[src/rtl/axis_mls_burst_gen.sv]
// AXI4-Stream MLS burst source for the Red Pitaya DAC.
// Lane A carries the stretched +/-amp chip waveform; lane B carries a +amp burst marker.
module axis_mls_burst_gen #(
    parameter int DAC_DATA_WIDTH   = 14,
    parameter int AXIS_TDATA_WIDTH = 32
) (
    input  logic                        aclk,
    input  logic                        rst,
    input  logic [31:0]                 cfg_i,
    input  logic [12:0]                 amp_i,
    output logic [AXIS_TDATA_WIDTH-1:0] m_axis_tdata,
    output logic                        m_axis_tvalid,
    input  logic                        m_axis_tready,
    output logic                        flag_o,
    output logic                        busy_o,
    output logic                        done_o
);
    localparam int LANE_WIDTH = AXIS_TDATA_WIDTH / 2;

    typedef enum logic [1:0] {IDLE, RUN, GAP} state_t;

    state_t      state;
    logic        start_q;
    logic        start_edge_q;
    logic [7:0]  div_q;
    logic [2:0]  rep_q;
    logic [2:0]  ord_q;
    logic [7:0]  gap_q;
    logic [12:0] amp_q;
    logic [11:0] lfsr;
    logic [7:0]  sample_cnt;
    logic [11:0] chip_cnt;
    logic [2:0]  rep_cnt;
    logic [7:0]  gap_cnt;
    logic        last_q;

    logic        start_bit;
    logic        srst_bit;
    logic        load;
    logic        feedback;
    logic        chip_bit;
    logic [11:0] chip_last_idx;
    logic        sample_last;
    logic        chip_last;
    logic        gap_last;
    logic        rep_last;
    logic        final_sample;
    logic [DAC_DATA_WIDTH-1:0] amp_pos;
    logic [DAC_DATA_WIDTH-1:0] amp_neg;
    logic [DAC_DATA_WIDTH-1:0] chip_value;
    logic [LANE_WIDTH-1:0]     lane_a;
    logic [LANE_WIDTH-1:0]     lane_b;
    logic                      unused_cfg;

    assign unused_cfg = ^cfg_i[31:24];
    assign start_bit  = cfg_i[14];
    assign srst_bit   = cfg_i[15];

    // The output register accepts a new sample whenever it is empty or being drained.
    assign load = ~m_axis_tvalid | m_axis_tready;

    always_comb begin
        feedback = 1'b0;
        case (ord_q)
            3'd0:    feedback = lfsr[4] ^ lfsr[2];
            3'd1:    feedback = lfsr[5] ^ lfsr[4];
            3'd2:    feedback = lfsr[6] ^ lfsr[5];
            3'd3:    feedback = lfsr[7] ^ lfsr[5] ^ lfsr[4] ^ lfsr[3];
            3'd4:    feedback = lfsr[8] ^ lfsr[4];
            3'd5:    feedback = lfsr[9] ^ lfsr[6];
            3'd6:    feedback = lfsr[10] ^ lfsr[8];
            default: feedback = lfsr[11] ^ lfsr[10] ^ lfsr[9] ^ lfsr[3];
        endcase
    end

    assign chip_bit      = lfsr[4'(ord_q) + 4'd4];
    assign chip_last_idx = 12'((13'd1 << (4'(ord_q) + 4'd5)) - 13'd2);
    assign sample_last   = (sample_cnt == div_q);
    assign chip_last     = (chip_cnt == chip_last_idx);
    assign gap_last      = (gap_cnt == 8'(gap_q - 8'd1));
    assign rep_last      = (rep_cnt == rep_q);
    assign final_sample  = sample_last && rep_last &&
                           ((state == RUN && chip_last && gap_q == 8'd0) ||
                            (state == GAP && gap_last));

    assign amp_pos    = DAC_DATA_WIDTH'(amp_q);
    assign amp_neg    = -amp_pos;
    assign chip_value = chip_bit ? amp_pos : amp_neg;
    assign lane_a     = {{(LANE_WIDTH-DAC_DATA_WIDTH){chip_value[DAC_DATA_WIDTH-1]}}, chip_value};
    assign lane_b     = LANE_WIDTH'(amp_q);

    // FSM state, counters, LFSR and registered outputs all advance together on load.
    always_ff @(posedge aclk or posedge rst) begin
        if (rst) begin
            state         <= IDLE;
            start_q       <= 1'b0;
            start_edge_q  <= 1'b0;
            div_q         <= '0;
            rep_q         <= '0;
            ord_q         <= '0;
            gap_q         <= '0;
            amp_q         <= '0;
            lfsr          <= '1;
            sample_cnt    <= '0;
            chip_cnt      <= '0;
            rep_cnt       <= '0;
            gap_cnt       <= '0;
            last_q        <= 1'b0;
            m_axis_tdata  <= '0;
            m_axis_tvalid <= 1'b0;
            flag_o        <= 1'b0;
            busy_o        <= 1'b0;
            done_o        <= 1'b0;
        end else begin
            m_axis_tvalid <= 1'b1;
            start_q       <= start_bit;
            start_edge_q  <= 1'b0;
            if (srst_bit) begin
                state        <= IDLE;
                lfsr         <= '1;
                sample_cnt   <= '0;
                chip_cnt     <= '0;
                rep_cnt      <= '0;
                gap_cnt      <= '0;
                last_q       <= 1'b0;
                m_axis_tdata <= '0;
                flag_o       <= 1'b0;
                busy_o       <= 1'b0;
                done_o       <= 1'b0;
            end else begin
                done_o <= m_axis_tvalid & m_axis_tready & last_q;
                case (state)
                    IDLE: begin
                        lfsr       <= '1;
                        sample_cnt <= '0;
                        chip_cnt   <= '0;
                        rep_cnt    <= '0;
                        gap_cnt    <= '0;
                        if (start_edge_q) begin
                            state <= RUN;
                        end
                        if (start_bit && !start_q) begin
                            start_edge_q <= 1'b1;
                            div_q        <= cfg_i[7:0];
                            rep_q        <= cfg_i[10:8];
                            ord_q        <= cfg_i[13:11];
                            gap_q        <= cfg_i[23:16];
                            amp_q        <= amp_i;
                        end
                        if (load) begin
                            m_axis_tdata <= '0;
                            flag_o       <= 1'b0;
                            busy_o       <= 1'b0;
                            last_q       <= 1'b0;
                        end
                    end
                    RUN: begin
                        if (load) begin
                            m_axis_tdata <= {lane_b, lane_a};
                            flag_o       <= 1'b1;
                            busy_o       <= 1'b1;
                            last_q       <= final_sample;
                            if (!sample_last) begin
                                sample_cnt <= sample_cnt + 8'd1;
                            end else begin
                                sample_cnt <= '0;
                                if (!chip_last) begin
                                    chip_cnt <= chip_cnt + 12'd1;
                                    lfsr     <= {lfsr[10:0], feedback};
                                end else begin
                                    chip_cnt <= '0;
                                    lfsr     <= '1;
                                    if (gap_q != 8'd0) begin
                                        state   <= GAP;
                                        gap_cnt <= '0;
                                    end else if (!rep_last) begin
                                        rep_cnt <= rep_cnt + 3'd1;
                                    end else begin
                                        state   <= IDLE;
                                        rep_cnt <= '0;
                                    end
                                end
                            end
                        end
                    end
                    GAP: begin
                        if (load) begin
                            m_axis_tdata <= '0;
                            flag_o       <= 1'b0;
                            busy_o       <= 1'b1;
                            last_q       <= final_sample;
                            if (!sample_last) begin
                                sample_cnt <= sample_cnt + 8'd1;
                            end else begin
                                sample_cnt <= '0;
                                if (!gap_last) begin
                                    gap_cnt <= gap_cnt + 8'd1;
                                end else begin
                                    gap_cnt <= '0;
                                    if (!rep_last) begin
                                        rep_cnt <= rep_cnt + 3'd1;
                                        state   <= RUN;
                                    end else begin
                                        rep_cnt <= '0;
                                        state   <= IDLE;
                                    end
                                end
                            end
                        end
                    end
                    default: state <= IDLE;
                endcase
            end
        end
    end
endmodule

[config.mk]
export PLATFORM = sky130hd
export DESIGN_NAME = axis_mls_burst_gen
export DESIGN_NICKNAME = d
export VERILOG_FILES = /design/src/rtl/axis_mls_burst_gen.sv
export SDC_FILE = /design/constraint.sdc
export NUM_CORES = 1
export LEC_CHECK = 0
export CORE_UTILIZATION = 57
export CTS_BUF_LIST = sky130_fd_sc_hd__clkbuf_8
export CTS_CLUSTER_SIZE = 12
export DETAILED_ROUTE_END_ITERATION = 12
export PLACE_DENSITY = 0.82
export SKIP_LAST_GASP = 1
export SLEW_MARGIN = 20
export SYNTH_ARGS = -nofsm -noshare
export SYNTH_HDL_FRONTEND = slang
export SYNTH_SLANG_ARGS = --single-unit
[constraint.sdc]
create_clock -name aclk -period 4.2 [get_ports aclk]
set_input_delay 0.63 -clock aclk [delete_from_list [all_inputs] [get_ports aclk]]
set_output_delay 0.63 -clock aclk [all_outputs]
set_load 0.01 [all_outputs]
* Yosys cells after proc, flatten, opt, wreduce, memory -nomap -nowiden
Index checks and enable logic that the tools add are counted.
** Storage, ports and cells
- Bits in registers :: 119
- Output and inout bits :: 36
** Operators by class
- $add $sub $neg :: 9
- $lt $le $gt $ge :: 1
- Eq/ne operators :: 25
- Shift-type cells :: 1
- Mux-type cells :: 66
- Bitwise gates (word level) :: 17
- Reductions and logical operators :: 26
** Operators by type and width (number)
- two-way mux 12 bit :: 8
- two-way mux 32 bit :: 3
- two-way mux 8 bit :: 11
- one-hot mux 32 bit (2 select lines) :: 1
- one-hot mux 12 bit (2 select lines) :: 2
- two-way mux 3 bit :: 9
- inequality test 3 bit (second input constant) :: 9
- one-hot mux 8 bit (3 select lines) :: 1
- two-way mux 2 bit :: 10
- adder 8 x 1 -> 8 bit (second input constant) :: 2
- == test 8 bit :: 2
- one-hot mux 8 bit (2 select lines) :: 1
- AND reduction 8 bit :: 2
- two-way mux 14 bit :: 1
- negator 13 -> 14 bit :: 1
- adder 12 x 1 -> 12 bit (second input constant) :: 1
- == test 12 bit :: 1
- two-way mux 1 bit :: 12
- AND reduction 3 bit :: 4
- << shifter 1 x 4 -> 12 bit (first input constant) :: 1
- subtractor 12 x 2 -> 12 bit (second input constant) :: 1
- XOR 1 bit :: 12
- == test 3 bit (second input constant) :: 3
- one-hot mux 3 bit (3 select lines) :: 1
- other kinds (31) :: 46

* Longest topological paths before layout
- Depth in word-level cells :: 11
- Mapped depth :: 17
- Gate-level depth less buffers :: 13

* Least setup slack after synthesis
No wires, ideal clock.
- Path kind :: register -> register
- Start :: register ord_q[2]
- End :: register state[0]
- Setup time :: 0.125 ns
- Arrival :: 3.413 ns
- Data required time :: 4.075 ns
- Path slack :: 0.661 ns
- Cell stages (with the launch flop) :: 15
- Period minus slack after synthesis :: 3.539 ns
- Path through :: dfrtp_1 > buf_2 > inv_1 > ha_1 > buf_2 > nor2_1 > nand2_1 > ha_1 > xor2_1 > o21ai_0 > a311o_1 > nor4_2 > a211oi_2 > or3_4 > mux2_4
** Between the ends
- Longest elaborated chain between the ends :: 6
** RTL lines
- from (decl) :: line 27 : logic [2:0] ord_q;
- from (signal assigned) :: line 146 : ord_q <= cfg_i[13:11];
- adder 3 x 3 -> 4 bit :: line 77 : assign chip_last_idx = 12'((13'd1 << (4'(ord_q) + 4'd5)) - 13'd2);
- << shifter 1 x 4 -> 12 bit :: line 77
- subtractor 12 x 2 -> 12 bit :: line 77
- == test 12 bit :: line 79 : assign chip_last = (chip_cnt == chip_last_idx);
- inequality test 3 bit (no source line)
- AND reduction 8 bit (no source line)
- to (signal assigned) :: line 95 : state <= IDLE;
- to (signal assigned) :: line 119 : state <= IDLE;
- to (signal assigned) :: line 140 : state <= RUN;
- to (decl) :: line 22 : state_t state;
No other way between the ends.
A chain may end at the register's enable or synchronous reset.

* Final worst setup path
- Start :: register ord_q[0]
- End :: register chip_cnt[0]
** Between the ends
- Longest elaborated chain between the ends :: 9
** RTL lines
- adder 3 x 3 -> 4 bit :: line 77
- << shifter 1 x 4 -> 12 bit :: line 77
- subtractor 12 x 2 -> 12 bit :: line 77
- == test 12 bit :: line 79
- two-way mux 12 bit :: line 167 : if (!chip_last) begin
- two-way mux 12 bit :: line 163 : if (!sample_last) begin
- two-way mux 12 bit :: line 158 : if (load) begin
- one-hot mux 12 bit (2 select lines) :: line 132 : case (state)
- two-way mux 12 bit :: line 118 : if (srst_bit) begin
- to (signal assigned) :: line 168 : chip_cnt <= chip_cnt + 12'd1;
- to (decl) :: line 32 : logic [11:0] chip_cnt;
No other way between the ends. The select of a mux whose other input is x is not followed.

==> flow_metrics.py <==
metrics = {
    "detailed_routing": {
        "drc_errors": 0,
        "routed_wl_mm": 13.9,
        "wl_per_cell_um": 16.5,
        "dr.first_iter.drc_count": 348,
        "dr_total_vias": 5080,
        "via_per_inst": 6.03,
        "ant_nets": 0,
        "first_pass_iters": 5,
    },
    "critical_path": {
        "startpoint": "ord_q[0]",
        "crit_path_end_kind": "flop",
        "worstSetupStartpointType": "flop",
        "cp.required_ns": 4.54,
        "reg2reg_from": "ord_q[0]",
        "cp.arrival_ns": 3.94,
        "path_max_fanout": 26,
        "worstSetupPathType": "reg2reg",
    },
    "power_and_ir_drop": {
        "powerDensity_nw_per_um2": 591,
        "clockPowerShare": 0.227,
        "ir_drop_mv": 0.313,
        "internal_power_uw": 2700,
        "combPwrFrac": 0.401,
        "switchingPower_uw": 1710,
        "p_leak_uw": 0.00309,
        "seqPwrFrac": 0.373,
        "swShare": 0.387,
    },
    "final_layout": {
        "syn_to_final_growth_pct": 20.0,
        "antennaDiodeCount": 0,
        "final_util": 0.714,
        "mostFrequentLayoutCell": "dfrtp_1",
        "fill_cells": 736,
        "mostFrequentLayoutCells": "dfrtp_1, clkdlybuf4s50_1, nor2_1, nand2_1, o21ai_0",
        "nNetsFinal": 754,
        "drive_above_1_share": 0.157,
    },
    "clocking": {
        "cts_buffers": 17,
        "ctsHtreeMaxLevel": 4,
        "cts_setup_buffers": 0,
        "clk_latency_ns": 0.43,
        "ctsHoldBuffers": 0,
        "cts_buffer_depth": 2,
        "clkSinkCount": 113,
        "clk_pin_slew_ns": 0.07,
        "cts_root_buf": "clkbuf_8",
        "cts_tree": "built",
        "cts_resized": 0,
    },
    "floorplanning": {
        "die_y_um": 107,
        "core_um2": 10500,
        "start_util": 0.595,
        "rows": 37,
        "die-area_um2": 11300,
        "num_io_pins": 84,
        "die_w_um": 107,
    },
    "timing": {
        "fin_tns_setup_ns": 0,
        "final-hold-violation-count": 0,
        "timing.fmax_ghz": 0.277,
        "fin_skew_ns": 0.0103,
        "slew-limit-headroom": 0.489,
        "period_share": 0.859,
        "slew_viol_final": 0,
        "fin_crit_ns": 3.61,
        "setup_viol_count_final": 0,
        "rsz0062_at_grt": "false",
        "worst_pin_slew_ns": 0.761,
    },
    "place": {
        "post-dp-hpwl_mm": 9.88,
        "finalWeightedCongestion": 0.837,
        "port_buffers": 72,
    },
    "global_routing": {
        "grt.total_usage": 0.261,
        "grt_pass1_vias": 5035,
        "grt_max_degree": 59,
        "grt-ovfl-total": 0,
        "antenna_found_initial": 0,
        "grt_pass1_wl_mm": 23.5,
    },
    "yosys": {
        "syn_avg_cell_area_um2": 9.95,
        "synth_seq_cells": 113,
        "yosysWarnings": 0,
        "syn_area_um2": 6230,
        "ys_types": 72,
        "synth_edf_count": 0,
        "syn_inst": 626,
        "synth_ff_type": "dfrtp_1",
        "async_reset_ff_frac": 1.00,
        "seq_area_frac_synth": 0.457,
    },
    "min_path": {
        "hp-class": "reg2reg",
        "min_from": "m_axis_tdata[3]",
    },
    "run_status": {
        "status": "completed",
    },
    "job": {
        "maxCapViolCount": 0,
    },
}
==> cell type report <==
type	count	area, µm²	area share
clock buffers	17	234	0.0313
clock inverters	15	150	0.0201
inverters	27	104	0.0139
multi-input cells	451	3150	0.421
flip-flops and latches	113	2840	0.381
well taps	136	170	0.0228
repair buffers	84	823	0.110
==> worst max-delay path: stages (launching register included) <==
cell and delay (ns):
dfrtp_1 0.41, nand2_1 0.14, inv_1 0.08, ha_1 0.29, nor2_1 0.22, nand2_1 0.09
ha_1 0.27, or4_1 0.41, a21boi_1 0.17, or3_1 0.15, a21oi_1 0.09, a211oi_2 0.44
buf_4 0.37, nand2_1 0.18, o21ai_0 0.22
==> cells by family (layout without fill, tap and decap cells) <==
logic type / after synthesis / count (layout) / share of synthesized area
AO/OA/AOI/OAI: 162 / 162 / 0.182
XOR/XNOR: 41 / 41 / 0.0577
adder cells (fa/ha/maj): 12 / 12 / 0.0241
buffers and inverters: 64 / 143 / 0.0442
flip-flops: 113 / 113 / 0.457
multiplexers: 38 / 38 / 0.0734
other: 2 / 4 / 0.00121
AND/OR/NAND/NOR: 194 / 194 / 0.161
==> Yosys cell counts (13+ instances only) <==
cell	n	share of area
clkbuf_1	21	0.013
nor2_1	56	0.034
mux2_2	29	0.052
a21oi_1	27	0.022
xnor2_1	33	0.046
nand2_1	43	0.026
dfrtp_1	101	0.41
nor3_1	13	0.010
nand3_1	19	0.015
o21ai_0	39	0.031
a22o_1	30	0.042
inv_1	27	0.016
==> power by group through the flow <==
stage | logic (µW) | registers (µW) | clock network (µW)
floorplan | 1240 | 1620 | 0
global placement | 1670 | 1640 | 0
finish | 1770 | 1640 | 1000
CTS | 1760 | 1640 | 1020
global route | 1940 | 1680 | 1070
detailed placement | 1750 | 1660 | 0
==> per-stage QoR <==
stage	hold slack [ns]	worst slack, ns	instances	instance area [µm²]	total power (µW)
2_1_floorplan	0.480	0.603	628	6230	2860
6_report	0.504	0.593	843	7470	4410
3_3_place_gp	0.489	0.708	811	7080	3320
5_1_grt	0.529	0.254	843	7470	4690
4_1_cts	0.509	0.629	843	7470	4420
3_5_place_dp	0.493	0.665	811	7080	3410
==> flip-flops by register name (all words and copies together) (netlist names), 8 cells and up <==
register / count
gap_q: 8
chip_cnt: 12
sample_cnt: 8
div_q: 8
m_axis_tdata: 26
gap_cnt: 8
amp_q: 13
lfsr: 12
==> layer usage <==
layer,vias up,GRT usage,wire [µm]
li1,2391,-,-
met1,2490,0.334,6010
met2,179,0.448,7000
met3,20,0.0454,699
met4,0,0.0920,207
met5,-,0,0
==> worst paths after layout <==
check / to / slack [ns] / cells after the start
max reg2reg: chip_cnt[0] / 0.59 / 14
max in group asynchronous: gap_q[2] / 2.80 / 3
max: chip_cnt[0] / 0.59 / 14
min: m_axis_tdata[3] / 0.50 / 1
min reg2reg: m_axis_tdata[3] / 0.50 / 1
min in group asynchronous: ord_q[2] / 0.68 / 2
Note: power is estimated with default switching activity, not from simulation.
